**config.mk**
```make
export PLATFORM = sky130hd
export DESIGN_NAME = dump_sequencer
export DESIGN_NICKNAME = d
export VERILOG_FILES = /design/src/rtl/dso_pkg.sv /design/src/rtl/dump_sequencer.sv
export SDC_FILE = /design/constraint.sdc
export NUM_CORES = 1
export LEC_CHECK = 0
export ABC_AREA = 1
export BUFFER_PORTS_ARGS = -buffer_cell sky130_fd_sc_hd__buf_2
export CORE_MARGIN = 2
export CORE_UTILIZATION = 35
export CTS_CLUSTER_DIAMETER = 150
export DETAILED_ROUTE_END_ITERATION = 10
export GPL_ROUTABILITY_DRIVEN = 0
export PLACE_DENSITY_LB_ADDON = 0.12
export SYNTH_ARGS = -nofsm -noshare
export SYNTH_HDL_FRONTEND = slang
export SYNTH_SLANG_ARGS = --single-unit
```
**constraint.sdc**
```tcl
create_clock -name clk -period 3.2 [get_ports clk]
set_clock_uncertainty 0.1 [all_clocks]
set_input_delay 0 -clock clk [delete_from_list [all_inputs] [get_ports clk]]
set_output_delay 0 -clock clk [all_outputs]
set_load 0.01 [all_outputs]
```
**src/rtl/dso_pkg.sv**
```systemverilog
// Shared types and defaults for the scope datapath: dump sequencer state
// encoding, sample-RAM geometry and channel-select codes.
package dso_pkg;

    localparam int unsigned DEPTH_DEF = 512;
    localparam int unsigned AW_DEF    = 9;

    localparam logic [1:0] CH1     = 2'b00;
    localparam logic [1:0] CH2     = 2'b01;
    localparam logic [1:0] CH3     = 2'b10;
    localparam logic [1:0] CH_RSVD = 2'b11;

    typedef enum logic [2:0] {
        ST_IDLE,
        ST_RD,
        ST_LAT,
        ST_SEND,
        ST_WAIT_TX,
        ST_FIN
    } dump_state_t;

endpackage

```
**src/rtl/dump_sequencer.sv**
```systemverilog
// Streams one channel's circular sample RAM, oldest sample first, to the
// UART transmitter one byte at a time, then pulses dump_fin.
module dump_sequencer
    import dso_pkg::*;
#(
    parameter int unsigned DEPTH = DEPTH_DEF,
    parameter int unsigned AW    = AW_DEF
) (
    input  logic          clk,
    input  logic          rst_n,
    input  logic          dump,
    input  logic [1:0]    ch_sel,
    input  logic [AW-1:0] trace_end,
    output logic          ram_en,
    output logic [AW-1:0] ram_addr,
    input  logic [7:0]    rdata_ch1,
    input  logic [7:0]    rdata_ch2,
    input  logic [7:0]    rdata_ch3,
    output logic [7:0]    tx_data,
    output logic          tx_start,
    input  logic          tx_done,
    output logic          busy,
    output logic          dump_fin
);

    localparam logic [AW-1:0] LAST_CNT = AW'(DEPTH - 1);

    dump_state_t   state;
    dump_state_t   state_nxt;
    logic [1:0]    ch_q;
    logic [AW-1:0] rd_ptr;
    logic [AW-1:0] byte_cnt;
    logic [7:0]    rd_sel;
    logic          start;
    logic          last_byte;
    logic          advance;

    assign start     = (state == ST_IDLE) && dump && (ch_sel != CH_RSVD);
    assign last_byte = (byte_cnt == LAST_CNT);
    assign advance   = (state == ST_WAIT_TX) && tx_done && !last_byte;

    always_ff @(posedge clk or negedge rst_n) begin
        if (!rst_n) begin
            state <= ST_IDLE;
        end else begin
            state <= state_nxt;
        end
    end

    always_comb begin
        state_nxt = state;
        case (state)
            ST_IDLE:    if (start) state_nxt = ST_RD;
            ST_RD:      state_nxt = ST_LAT;
            ST_LAT:     state_nxt = ST_SEND;
            ST_SEND:    state_nxt = ST_WAIT_TX;
            ST_WAIT_TX: if (tx_done) state_nxt = last_byte ? ST_FIN : ST_RD;
            ST_FIN:     state_nxt = ST_IDLE;
            default:    state_nxt = ST_IDLE;
        endcase
    end

    always_comb begin
        ram_en   = 1'b0;
        ram_addr = '0;
        tx_start = 1'b0;
        busy     = 1'b1;
        dump_fin = 1'b0;
        case (state)
            ST_IDLE: busy = 1'b0;
            ST_RD: begin
                ram_en   = 1'b1;
                ram_addr = rd_ptr;
            end
            ST_SEND: tx_start = 1'b1;
            ST_FIN:  dump_fin = 1'b1;
            default: ;
        endcase
    end

    always_comb begin
        case (ch_q)
            CH1:     rd_sel = rdata_ch1;
            CH2:     rd_sel = rdata_ch2;
            default: rd_sel = rdata_ch3;
        endcase
    end

    // Oldest sample sits just past the newest one; the pointer wraps naturally.
    always_ff @(posedge clk or negedge rst_n) begin
        if (!rst_n) begin
            ch_q     <= CH1;
            rd_ptr   <= '0;
            byte_cnt <= '0;
            tx_data  <= '0;
        end else begin
            if (start) begin
                ch_q     <= ch_sel;
                rd_ptr   <= trace_end + AW'(1);
                byte_cnt <= '0;
            end else if (advance) begin
                rd_ptr   <= rd_ptr + AW'(1);
                byte_cnt <= byte_cnt + AW'(1);
            end
            if (state == ST_LAT) begin
                tx_data <= rd_sel;
            end
        end
    end

endmodule

```
Word-level counts from Yosys, hierarchy flattened
Cells that the tools add are included.
Operators by class
  reduce and logical (&&, ||, !) cells: 9
  mux-type cells: 14
  $add $sub $neg: 3
  eq/ne operators: 10
Operators with widths (count)
  2-to-1 mux 9 bit: 5
  adder 9 x 1 -> 9 bit, second input constant: 3
  case mux 8 bit (2 select lines): 1
  case mux 3 bit (5 select lines): 1
  equality test 9 bit, second input constant: 1
  2-to-1 mux 3 bit: 3
  equality test 3 x 2 -> 1 bit, second input constant: 2
  equality test 3 bit, second input constant: 2
  inequality test 2 bit, second input constant: 3
  logical AND 1 bit: 4
  2-to-1 mux 1 bit: 4
  equality test 3 x 1 -> 1 bit, second input constant: 1
  zero test 3 bit: 1
  equality test 2 x 1 -> 1 bit, second input constant: 1
  zero test 2 bit: 1
  AND reduction 2 bit: 1
  nonzero test 2 bit: 1
  zero test 1 bit: 1
Word-level totals
  logic and storage cells: 41
  flip-flop bits (word level): 31

Logic depth before layout (Yosys ltp)
  depth in word-level cells: 5
  depth in mapped cells: 15
  gate-level depth less buffers: 15

Least setup slack after synthesis
OpenSTA, ideal clock, no wires.
  kind: register -> register
  from: register state[0]
  to: register rd_ptr[2]
  buffers on the path: 0
  slack: 1.259 ns
  stages on the path, launching flop included: 11
  arrival: 1.721 ns
  setup time: 0.121 ns
  period minus slack after synthesis: 1.941 ns
  cells stage by stage: dfrtp_1 > inv_1 > nand2_2 > nor2_2 > nand2_4 > o21ai_1 > inv_1 > ha_1 > or2_2 > nand3_1 > o21ai_1
On the way
  cells in the longest elaborated chain, start to end: 4
RTL lines
  from (decl): line dump_sequencer.sv:28  | dump_state_t state;
  from (signal assigned): line dump_sequencer.sv:46  | state <= state_nxt;
  equality test 3 bit / zero test 3 bit (equally long branches): line dump_sequencer.sv:40, dump_sequencer.sv:38
  logical AND 1 bit (on tied branches) (2 in series): line dump_sequencer.sv:40, dump_sequencer.sv:38
  nonzero test 2 bit (no line) / 2-to-1 mux 9 bit (equally long branches)
  to (signal assigned): line dump_sequencer.sv:99  | rd_ptr <= trace_end + AW'(1);
  to (signal assigned): line dump_sequencer.sv:102  | rd_ptr <= rd_ptr + AW'(1);
  to (decl): line dump_sequencer.sv:31  | logic [AW-1:0] rd_ptr;
Parallel ways exist; a longest one is shown, timed or not.
A chain may end at the register's enable or synchronous reset.

Worst setup path in the final report
Same ends and word-level chain as after synthesis.

==> flow_summary.ini <==
[outcome]
status = finished, final reports clean

[timing]
setup_violations = 0
post-route-period-util = 0.6861
min_period_ns = 2.196
slew_violations = 0
rsz0062_at_grt = no
finalSetupTns_ns = 0
tightest_slew_ns = 0.7244
fmax_mhz = 455.5
slew_headroom = 0.5170
hold_violations = 0

[global_route]
gr-usage-all-layers = 0.1657
use_met1 = 0.2206
grt-ovfl-total = 0
grt_pass1_vias = 1791
use_met2 = 0.2667
grt_busiest_layer = met2
met3_usage = 0.03864
grt_pass1_wl_um = 8148
antenna_found_initial = 0
grt_max_degree = 32

[power]
p_sw_frac = 0.4528
internal_power_mw = 1.078
p_leak_nw = 1.337
p_switching_uw = 891.7
pwr-share-seq = 0.336
power.share.clock = 0.173
vdd_ir_drop_max_mv = 0.2764
pwr-share-comb = 0.491
cellPowerDensity_mw_per_mm2 = 777.7

[clocking]
cts_resized = 0
cts_tree = built
cts.clk_slew.worst_paths_ns = 0.06
clock-sinks = 31
htreeDepth = 2
insertion_delay_ns = 0.28
postCtsSetupBuffers = 0
root_buffer = clkbuf_8
numCtsBuffers = 5
clockBufferDepth = 2

[logic_synthesis]
ys_warn_count = 0
synth_top_cell_by_area = dfrtp_1
netlist_instances = 266
synth-seq-area-share = 0.3954
synth_area_leaders = dfrtp_1, nand2_1, inv_1
ys_types = 30
synth_ff_type = dfrtp_1
synth_most_common_cell = nand2_1
async_reset_ff_frac = 1.000
synth_nets = 308
synth_edf_count = 0
syn_area_mm2 = 0.001962
synthTopCellsByCount = nand2_1, inv_1, dfrtp_1
netlist.area_leader.share = 0.3954
ys_ff_latch = 31
avgSynthCellArea_um2 = 7.375

[floorplanning]
ios = 60
fp.dieH_um = 78.87
core_area_mm2 = 0.005473
fp.dieW_um = 78.87
die_area_mm2 = 0.006220
start_util = 0.3585
rows = 27

[critical_path]
rr_worst_depth = 10
max_stage_delay_ns = 0.43
cp-end-kind = flip-flop
critPathArrivalTime_ns = 2.27
critPathKind = reg2reg
path_cells = inv_1 -> nand2_2 -> nor2_2 -> nand2_4 -> o21ai_1 -> inv_1 -> ha_1 -> or2_2 -> nand3_1 -> o21ai_1
critPathLaunchType = flip-flop
crit_fanout = 17
slowest_stage = dfrtp_1
crit_required_ns = 3.27
r2r_end = rd_ptr[2]
reg2reg_from = state[0]
rrSetupSlack_ns = 1.00

[finish]
nets = 380
stdcell_count = 411
syn2layout_area_growth_pct = 29.08
antennaDiodeCount = 0
final_core_util = 0.4627
drive_gt1_frac = 0.2979

[detailed_routing]
num_vias = 1873
drtIter0Drc = 56
wl_per_cell_um = 11.79
routed_via_density = 4.557
drc = 0
firstDrtPassIters = 4
wirelength_um = 4847
drtAntennaViolNets = 0

[place]
dpl.cell_count = 391
port-buffer-count = 59
dpl.hpwl_um = 3505

[worst_hold_path]
holdCritPathClass = in2reg
hold_depth = 6
hp-start = trace_end[3]
holdPathEnd = rd_ptr[3]

[job]
maxCapViolCount = 0
sequential cells by signal, summed over array words and instances (netlist names):
| signal | flops |
|---|---|
| rd_ptr | 9 |
| byte_cnt | 9 |
| ch_q | 2 |
| state | 3 |
| tx_data | 8 |
critical path: cells and delay by family (launching register included):
family,cells,cell delay [ns]
buf+inv,2,0.23
fa+ha+maj,1,0.23
flops,1,0.43
simple gates,5,0.74
compound gates,2,0.34
power by group through the flow:
stage | Clock [mW] | Sequential (mW) | Combinational [mW]
after floorplan | 0 | 0.640 | 0.705
after global placement | 0 | 0.664 | 0.955
after detailed placement | 0 | 0.664 | 0.967
after CTS | 0.352 | 0.659 | 0.982
after global routing | 0.370 | 0.683 | 1.10
final | 0.340 | 0.662 | 0.968
timing repair:
item,in CTS,in global routing
hold buffers,12,0
endpoints found under the setup margin,0,0
hold endpoints to repair,42,0
metal layers:
metal | up-vias | part of all wire
met5 | - | 0
met4 | 0 | 0.015
met3 | 8 | 0.052
met2 | 44 | 0.45
met1 | 838 | 0.49
li1 | 983 | -
layout make-up:
class | instances | area, µm²
Fill cell | 578 | 2940
Multi-Input combinational cell | 186 | 985.9
Sequential cell | 31 | 775.7
Timing Repair Buffer | 72 | 422.9
Inverter | 42 | 157.7
Clock buffer | 8 | 100.1
Tap cell | 72 | 90.09
worst max-delay path by stage:
| stage | from | to | slack, ns | cells past startpoint |
|---|---|---|---|---|
| finish | state[0] | rd_ptr[2] | 1.00 | 10 |
| global placement | byte_cnt[0] | rd_ptr[7] | 1.00 | 11 |
| global route | byte_cnt[3] | rd_ptr[7] | 0.79 | 12 |
| floorplan | state[0] | rd_ptr[2] | 1.26 | 10 |
| detailed placement | state[0] | rd_ptr[2] | 1.0 | 10 |
| CTS | state[0] | rd_ptr[2] | 0.99 | 10 |
cells by family (layout without fill, tap and decap cells):
family	count (synthesis)	in the layout	share of synthesized area
and+or+nand+nor	132	132	0.3335
adders and majority gates	3	3	0.01913
DFF	31	31	0.3954
AOI/OAI and AO/OA	48	48	0.1365
xor gates and xnor gates	3	3	0.01340
buffers and inverters	49	122	0.1020
per-stage QoR:
step                power [mW]  area, µm²  hold WS, ns  setup WS (ns)
global route             2.154       2532      0.04699         0.7888
floorplan                1.345       1962      -0.3956          1.259
finish                   1.970       2532      0.02198          1.004
global placement         1.619       2312    0.0002309          1.001
CTS                      1.992       2532      0.01555         0.9917
detailed placement       1.631       2312     0.008964         0.9979
cell usage in the layout, fill, tap and decap left out, types with 4 or more instances in the layout:
master / netlist / routed
nand3_1: 17 / 17
nor2_4: 4 / 4
buf_2: 1 / 59
o21ai_0: 24 / 24
nand2_2: 9 / 9
nor2_2: 6 / 6
nor2_1: 15 / 15
clkbuf_8: 0 / 7
inv_2: 4 / 4
o21ai_1: 5 / 5
a21oi_1: 13 / 13
dfrtp_1: 31 / 31
dlygate4sd3_1: 0 / 12
nand2_4: 4 / 4
nand2_1: 67 / 67
inv_1: 36 / 36
Note: power is estimated with default switching activity, not from simulation.
